$ cat config.mk
export PLATFORM = sky130hd
export DESIGN_NAME = hazard_ctrl
export DESIGN_NICKNAME = d
export VERILOG_FILES = /design/src/rtl/hazard_ctrl.sv
export SDC_FILE = /design/constraint.sdc
export NUM_CORES = 1
export LEC_CHECK = 0
export CAP_MARGIN = 20
export CORE_MARGIN = 2
export CORE_UTILIZATION = 45
export CTS_CLUSTER_DIAMETER = 40
export DETAILED_ROUTE_END_ITERATION = 10
export PLACE_DENSITY = 0.8
export REMOVE_ABC_BUFFERS = 1
export SLEW_MARGIN = 20
export SYNTH_ARGS = -nofsm -noshare
export SYNTH_HDL_FRONTEND = slang
export SYNTH_SLANG_ARGS = --single-unit
$ cat constraint.sdc
create_clock -name clk -period 7.2 [get_ports clk]
set_clock_uncertainty 0.1 [all_clocks]
set_input_delay 1.44 -clock clk [delete_from_list [all_inputs] [get_ports clk]]
set_output_delay 1.44 -clock clk [all_outputs]
set_load 0.01 [all_outputs]
$ cat src/rtl/hazard_ctrl.sv
// Pipeline hazard controller for the 5-stage core: stalls, flushes, operand
// forwarding, data-memory wait/timeout tracking and stall/flush counters.
module hazard_ctrl #(
   parameter int unsigned CNT_W       = 16,
   parameter int unsigned MEM_TIMEOUT = 255
) (
   input  logic             clk,
   input  logic             rst_n,
   input  logic [4:0]       de_rs1,
   input  logic [4:0]       de_rs2,
   input  logic             de_uses_rs1,
   input  logic             de_uses_rs2,
   input  logic [4:0]       ex_rs1,
   input  logic [4:0]       ex_rs2,
   input  logic [4:0]       ex_rd,
   input  logic             ex_reg_write,
   input  logic [1:0]       ex_ru_data_src,
   input  logic [4:0]       mem_rd,
   input  logic             mem_reg_write,
   input  logic [4:0]       wb_rd,
   input  logic             wb_reg_write,
   input  logic             ex_br_taken,
   input  logic             dm_req,
   input  logic             dm_ack,
   output logic             pc_stall,
   output logic             if_de_stall,
   output logic             if_de_flush,
   output logic             de_ex_stall,
   output logic             de_ex_flush,
   output logic             ex_mem_stall,
   output logic             mem_wb_flush,
   output logic [1:0]       fwd_a_sel,
   output logic [1:0]       fwd_b_sel,
   output logic [CNT_W-1:0] stall_cnt,
   output logic [CNT_W-1:0] flush_cnt,
   output logic             mem_timeout
);

   localparam int unsigned WAIT_W = (MEM_TIMEOUT < 1) ? 1 : $clog2(MEM_TIMEOUT + 1);

   localparam logic [1:0] ST_RUN      = 2'b00;
   localparam logic [1:0] ST_MEM_WAIT = 2'b01;
   localparam logic [1:0] ST_HALT     = 2'b10;

   localparam logic [1:0] SRC_LOAD = 2'b01;
   localparam logic [1:0] FWD_RS   = 2'b00;
   localparam logic [1:0] FWD_MEM  = 2'b01;
   localparam logic [1:0] FWD_WB   = 2'b10;

   localparam logic [CNT_W-1:0]  CNT_MAX    = '1;
   localparam logic [WAIT_W-1:0] WAIT_LIMIT = WAIT_W'(MEM_TIMEOUT);

   logic [1:0]        state_q,       state_d;
   logic [WAIT_W-1:0] wait_cnt_q,    wait_cnt_d;
   logic [CNT_W-1:0]  stall_cnt_q,   stall_cnt_d;
   logic [CNT_W-1:0]  flush_cnt_q,   flush_cnt_d;
   logic              mem_timeout_q, mem_timeout_d;

   logic mem_wait_c;
   logic load_use_c;
   logic hold_c;
   logic br_flush_c;
   logic lu_stall_c;

   // Operand source select; MEM result is younger so it wins over WB.
   function automatic logic [1:0] fwd_pick(
      input logic [4:0] rs,
      input logic [4:0] m_rd,
      input logic       m_we,
      input logic [4:0] w_rd,
      input logic       w_we
   );
      logic [1:0] sel;
      sel = FWD_RS;
      if (m_we && (m_rd != 5'd0) && (m_rd == rs)) begin
         sel = FWD_MEM;
      end else if (w_we && (w_rd != 5'd0) && (w_rd == rs)) begin
         sel = FWD_WB;
      end
      return sel;
   endfunction

   always_comb begin
      mem_wait_c = dm_req && !dm_ack;
      load_use_c = (ex_ru_data_src == SRC_LOAD) && ex_reg_write && (ex_rd != 5'd0) &&
                   ((de_uses_rs1 && (de_rs1 == ex_rd)) ||
                    (de_uses_rs2 && (de_rs2 == ex_rd)));
   end

   // Next-state and hazard decisions; memory wait > branch flush > load-use.
   always_comb begin
      state_d       = state_q;
      wait_cnt_d    = wait_cnt_q;
      mem_timeout_d = mem_timeout_q;
      hold_c        = 1'b0;
      br_flush_c    = 1'b0;
      lu_stall_c    = 1'b0;

      case (state_q)
         ST_RUN: begin
            if (mem_wait_c) begin
               hold_c     = 1'b1;
               state_d    = ST_MEM_WAIT;
               wait_cnt_d = WAIT_W'(1);
            end else if (ex_br_taken) begin
               br_flush_c = 1'b1;
            end else if (load_use_c) begin
               lu_stall_c = 1'b1;
            end
         end
         ST_MEM_WAIT: begin
            // A branch parked in EX is handled once we are back in RUN.
            if (dm_ack) begin
               state_d    = ST_RUN;
               wait_cnt_d = '0;
            end else begin
               hold_c = 1'b1;
               if (wait_cnt_q == WAIT_LIMIT) begin
                  state_d       = ST_HALT;
                  mem_timeout_d = 1'b1;
               end else begin
                  wait_cnt_d = wait_cnt_q + WAIT_W'(1);
               end
            end
         end
         ST_HALT: begin
            hold_c        = 1'b1;
            mem_timeout_d = 1'b1;
         end
         default: begin
            state_d    = ST_RUN;
            wait_cnt_d = '0;
         end
      endcase
   end

   // Pipeline controls are combinational and forced idle while in reset.
   always_comb begin
      pc_stall     = rst_n && (hold_c || lu_stall_c);
      if_de_stall  = rst_n && (hold_c || lu_stall_c);
      if_de_flush  = rst_n && br_flush_c;
      de_ex_stall  = rst_n && hold_c;
      de_ex_flush  = rst_n && (br_flush_c || lu_stall_c);
      ex_mem_stall = rst_n && hold_c;
      mem_wb_flush = rst_n && hold_c;
      fwd_a_sel    = rst_n ? fwd_pick(ex_rs1, mem_rd, mem_reg_write, wb_rd, wb_reg_write) : FWD_RS;
      fwd_b_sel    = rst_n ? fwd_pick(ex_rs2, mem_rd, mem_reg_write, wb_rd, wb_reg_write) : FWD_RS;
   end

   // Saturating performance counters.
   always_comb begin
      stall_cnt_d = stall_cnt_q;
      flush_cnt_d = flush_cnt_q;
      if (pc_stall && (stall_cnt_q != CNT_MAX)) begin
         stall_cnt_d = stall_cnt_q + CNT_W'(1);
      end
      if (if_de_flush && (flush_cnt_q != CNT_MAX)) begin
         flush_cnt_d = flush_cnt_q + CNT_W'(1);
      end
   end

   always_ff @(posedge clk or negedge rst_n) begin
      if (!rst_n) begin
         state_q       <= ST_RUN;
         wait_cnt_q    <= '0;
         stall_cnt_q   <= '0;
         flush_cnt_q   <= '0;
         mem_timeout_q <= 1'b0;
      end else begin
         state_q       <= state_d;
         wait_cnt_q    <= wait_cnt_d;
         stall_cnt_q   <= stall_cnt_d;
         flush_cnt_q   <= flush_cnt_d;
         mem_timeout_q <= mem_timeout_d;
      end
   end

   always_comb begin
      stall_cnt   = stall_cnt_q;
      flush_cnt   = flush_cnt_q;
      mem_timeout = mem_timeout_q;
   end

endmodule

==> results.toml, run 1 <==
[status]
outcome = "completed"

[worst_hold_path]
hold_start = "mem_timeout"
worst_hold_path_type = "reg2reg"
worst_hold_depth = 1
holdPathEnd = "mem_timeout"

[finish]
antenna_cells = 0
post-route-util = 0.660
area_growth_syn_to_layout_pct = 40.1
finish.net_count = 418
finish.cell_count_without_fillers = 441
final_layout_size_suffix_gt1_frac = 0.0542

[setup_path]
required_ns = 5.66
critPathCaptureType = "output pin"
worst_r2r_startpoint = "state_q[0]"
ff2ff_path_depth = 5
worst_setup_path_start_kind = "input port"
critical_path.reg2reg.endpoint = "stall_cnt[8]"
timing.reg2reg.setup_slack_ns = 4.66
timing_worst_setup_path_type = "in2out"
worst-endpoint-arrival_ns = 3.87
worst_path_fanout_max = 17

[yosys]
post_synth.cell_area_avg_um2 = 9.45
synth-compound-area-share = 0.125
dominantRegCellSynth = "dfrtp_1"
asyncSetResetFlopFracSynth = 1.00
mux_cell_area_share_after_synthesis = 0.00863
syn-cell-area_um2 = 2610
yosys.area_share.simple = 0.213
cell_with_the_most_instances_after_synthesis = "dfrtp_1"
post_synth_num_cell_types = 43
post_synth_main_area_contributors = "dfrtp_1 (41%), xor2_1 (13%), xnor2_1 (6.0%), nand2_1 (3.7%), nand3_1 (3.5%)"
synth_largest_type_area_fraction = 0.412
gate_count_post_synth = 276
adder_and_majority_gate_portion_of_the_synthesized_area = 0.0144
synth_edf_count = 0
ys_top_cells_by_count = "dfrtp_1 (43), xor2_1 (40), nand2_1 (26)"
ys_seq_area_frac = 0.412
yosysWarningCount = 0
synth_xor_area_frac = 0.195
synth_top_area_cell = "dfrtp_1"
synth_seq_cells = 43
synth_top_family_by_area = "simple AND/OR/NAND/NOR gates"

[clock_tree]
htreeDepth = 2
clk_pin_slew_ns = 0.08
cts_setup_buffers = 0
clock_tree.buffer_depth = 2
cts_repair_resize_count = 0
tritoncts = "done"
clock-sinks = 43
cts.root.buffer_cell = "clkbuf_8"
cts_made_buffers = 5
cts-hold-fix-buffers = 0
worst_skew_pair.late_latency_ns = 0.29

[global_routing]
grt.total_usage = 0.207
grt_max_degree = 48
grt_pass1_wl_um = 10600
antenna_found_initial = 0
first_global_vias = 2347
gr-total-overflow = 0

[timing]
finalHoldWorstSlack_ns = 0.397
fmax_mhz = 185
post-route-min-period_ns = 5.41
hold_viol_final = 0
tns_ns = 0
drv_slew = 0
final.period_utilization = 0.751
tightest_slew_ns = 0.810
unrepaired_setup_endpoints_after_global_routing = "false"
max-slew-margin-rel = 0.458
setup_violations = 0

[floorplanning]
floorplan.die_area_um2 = 6420
start_util = 0.471
dieHeight_um = 80.1
num_rows = 27
coreArea_um2 = 5540
ioPinCount = 91
die_w_um = 80.1

[place]
dp_hpwl_um = 4920
placed_cells_incl_taps = 433
io_buffer_count = 90
gp_congestion = 0.815

[pwr]
cellPowerDensity_nw_per_um2 = 186
worst_ir_drop_vdd_mv = 0.156
total_leakage_power_nw = 1.51

[detailed_routing]
ant_nets = 0
viasPerCell = 5.32
detail_route.drc_violations = 0
detailedRoute.firstPassIterationCount = 4
detail_route.wirelength_um = 6360
mean_routed_wirelength_per_cell_um = 14.4
first_iter_violations = 97
via_count = 2347

[flow_run]
max_cap_violations = 0
==> layout make-up <==
cell class,instances,area [um2]
Clock buffer,6,72.6
Clock inverter,2,12.5
Fill cell,462,1880
Inverter,12,45.0
Multi-Input combinational cell,214,1450
Sequential cell,43,1080
Tap cell,72,90.1
Timing Repair Buffer,92,911
==> metrics by stage <==
| stage | instance area [um2] | power, mW | setup WS (ns) |
|---|---|---|---|
| after global routing | 3660 | 0.722 | 1.71 |
| after CTS | 3660 | 0.686 | 1.80 |
| after detailed placement | 3570 | 0.536 | 1.81 |
| final | 3660 | 0.682 | 1.79 |
| after floorplan | 2570 | 0.409 | 2.92 |
| after global placement | 3570 | 0.529 | 1.86 |
==> layer usage <==
| metal | vias up | GRT usage | part of all wire |
|---|---|---|---|
| li1 | 1160 | - | - |
| met1 | 1104 | 0.262 | 0.44 |
| met2 | 77 | 0.349 | 0.47 |
| met3 | 6 | 0.0517 | 0.080 |
| met4 | 0 | 0.0627 | 0.010 |
| met5 | - | 0 | 0 |
==> power breakdown <==
part           switching, mW  internal (mW)  leakage [nW]
clock                 0.0819         0.0678        0.0412
combinational         0.0847          0.122         0.922
sequential            0.0492          0.276         0.549
total                  0.216          0.466          1.51
==> placed cells by master (no fill, tap or decap), types with 5 or more instances in the layout <==
cell type	count
xor2_1	40
o21ai_0	8
clkdlybuf4s50_1	89
nor3_1	6
xnor2_1	18
nand4_1	5
nand3_1	18
nor4_1	8
a211oi_1	11
a21oi_1	7
or4_1	5
nand2_1	26
dfrtp_1	43
clkbuf_8	5
nor2_1	16
inv_1	12
==> cell families (layout without fill, tap and decap cells) <==
logic type	count (synthesis)	after routing
flip-flops	43	43
multiplexers	2	2
buffers and inverters	19	112
adder cells (fa/ha/maj)	3	3
AND/OR/NAND/NOR	106	106
XOR/XNOR	58	58
AO/OA/AOI/OAI	45	45
==> worst max-delay path, stage by stage <==
cell and delay, ns:
clkdlybuf4s50_1 0.47, or4_1 0.57, o221ai_2 0.65, nand2_1 0.20, clkdlybuf4s50_1 0.53
==> how the worst max path moves through the flow <==
stage	start	slack (ns)	end	cells after the start
2_1_floorplan	ex_rd[1]	2.92	if_de_stall	3
3_3_place_gp	ex_rd[1]	1.86	if_de_stall	5
3_5_place_dp	ex_rd[1]	1.81	if_de_stall	5
4_1_cts	ex_rd[1]	1.80	if_de_stall	5
5_1_grt	ex_rd[1]	1.71	if_de_stall	5
6_report	ex_rd[1]	1.79	if_de_stall	5
==> flip-flops by register name, summed over array words and instances, names as in the netlist <==
| signal | flops |
|---|---|
| mem_timeout | 1 |
| wait_cnt_q | 8 |
| flush_cnt | 16 |
| stall_cnt | 16 |
| state_q | 2 |
(Power assumes the default switching activity.)
==> run 2, diff against run 1 <==
clock period = 5.4 ns   (was 7.2 ns; I/O delays follow)
==> run 2 against run 1 <==
Net effect:
- wire length down 0.80%
- total power up 36%
- final cell count up 0.45%
- combinational power up 33%
- global-route usage up 0.052 points
- critical path depth up 1
- sequential share of layout area down 0.24 points
- critical path type unchanged
- largest cell class unchanged
==> results.toml, run 2 (same netlist as run 1, synthesis figures left out) <==
[status]
outcome = "completed"

[finish]
seqCellArea_um2 = 1080
area_growth_syn_to_layout_pct = 41.3
finish.net_count = 420
final_area_um2 = 3690
layout.cells.most_common = "clkdlybuf4s50_1"
final_layout_size_suffix_gt1_frac = 0.0593
antenna_cells = 0
layout_common_cells = "clkdlybuf4s50_1 (89), dfrtp_1 (43), xor2_1 (40)"
footprint_of_the_multi_input_gates_um2 = 1450
final.fill_count = 456

[place]
place_worst_setup_slack_ns = 0.910
gp_congestion = 0.848
postPlaceCellArea_um2 = 3590
io_buffer_count = 90
dp_hpwl_um = 4870

[detailed_routing]
detail_route.drc_violations = 0
detailedRoute.firstPassIterationCount = 5
first_iter_violations = 91
via_count = 2360
detail_route.wirelength_um = 6310
viasPerCell = 5.33
ant_nets = 0
mean_routed_wirelength_per_cell_um = 14.2

[setup_path]
critical_path.cell_chain = "clkdlybuf4s50_1 -> or4_1 -> o21ai_0 -> nor4_1 -> nor4_1 -> clkdlybuf4s50_1"
critPathCaptureType = "output pin"
required_ns = 4.22
ff2ff_path_depth = 6
slowest_stage = "clkdlybuf4s50_1"
critical_path_max_stage_delay_ns = 0.59
worst-endpoint-arrival_ns = 3.32
timing_worst_setup_path_type = "in2out"
worst_setup_path_start_kind = "input port"
worst_path_fanout_max = 3

[timing]
max-slew-margin-rel = 0.576
post-route-min-period_ns = 4.50
hold_viol_final = 0
unrepaired_setup_endpoints_after_global_routing = "false"
tns_ns = 0
setup_violations = 0
final.period_utilization = 0.834
tightest_slew_ns = 0.631
drv_slew = 0
fmax_mhz = 222
final.setup.worst_slack_ns = 0.899

[pwr]
sequentialPowerShare = 0.466
total_switching_power_mw = 0.281
power.share.clock = 0.237
combinationalPowerShare = 0.297
pint_mw = 0.648
switching_share = 0.303
total_leakage_power_nw = 1.53
worst_ir_drop_vdd_mv = 0.242
cellPowerDensity_nw_per_um2 = 252

[floorplanning]
num_rows = 27
dieHeight_um = 80.1
start_util = 0.471
die_w_um = 80.1
coreArea_um2 = 5540
ioPinCount = 91
floorplan.die_area_um2 = 6420

[clock_tree]
cts_setup_buffers = 0
cts-hold-fix-buffers = 0
clk_pin_slew_ns = 0.08
cts_made_buffers = 5
worst_skew_pair.late_latency_ns = 0.29
clock_tree.buffer_depth = 2
cts_repair_resize_count = 0
tritoncts = "done"
clock-sinks = 43
htreeDepth = 2
cts.root.buffer_cell = "clkbuf_8"

[global_routing]
antenna_found_initial = 0
grt_pass1_wl_um = 10500
first_global_vias = 2383
grt.total_usage = 0.208
gr-total-overflow = 0
grt_max_degree = 47

[worst_hold_path]
worst_hold_path_type = "reg2reg"
worst_hold_depth = 1

[flow_run]
max_cap_violations = 0
-- run 2: changes by cell type in the layout (fill, tap and decap cells not counted) --
cell,change
clkinvlp_4,-1
clkbuf_8,+2
buf_4,+2
clkinv_2,-1
-- run 2: per-stage QoR --
step                hold WS, ns  power, mW   util  cells
floorplan                 0.390      0.545      -    269
global placement          0.358      0.707  0.647    435
detailed placement        0.356      0.716  0.647    435
CTS                       0.386      0.940  0.665    443
global route              0.401      0.987  0.665    443
finish                    0.380      0.929  0.665    443
-- run 2: worst max-delay path: cells and delay by family --
kind            cells  cell delay, ns
compound gates      1            0.22
buf+inv             2            1.06
simple gates        3            0.94
-- run 2: path summary, 6_finish.rpt --
check,startpoint,endpoint,slack [ns]
max,mem_rd[2],fwd_a_sel[1],0.90
min,mem_timeout,mem_timeout,0.38
max reg2reg,state_q[0],stall_cnt[15],2.84
min reg2reg,mem_timeout,mem_timeout,0.38
max in group asynchronous,rst_n,flush_cnt[6],4.03
min in group asynchronous,rst_n,wait_cnt_q[5],0.80
-- run 2: area by class of cell --
type                       count  share of cell area
timing repair buffer          94               0.251
tap                           72              0.0244
clock buffer                   8              0.0272
multi-input combinational    214               0.393
inverter                      12              0.0122
sequential                    43               0.292
-- run 2: power groups by stage --
stage | Sequential [mW] | Combinational, mW | Clock, mW
after detailed placement | 0.437 | 0.278 | 0
after CTS | 0.433 | 0.279 | 0.228
after global placement | 0.436 | 0.272 | 0
after floorplan | 0.445 | 0.100 | 0
after global routing | 0.442 | 0.301 | 0.244
final | 0.433 | 0.276 | 0.220
-- run 2: per-layer routing --
metal,vias up,GRT usage,part of all wire
met5,-,0,0
met4,0,0.0610,0.0057
met3,4,0.0596,0.075
met2,80,0.358,0.48
met1,1109,0.252,0.44
li1,1167,-,-
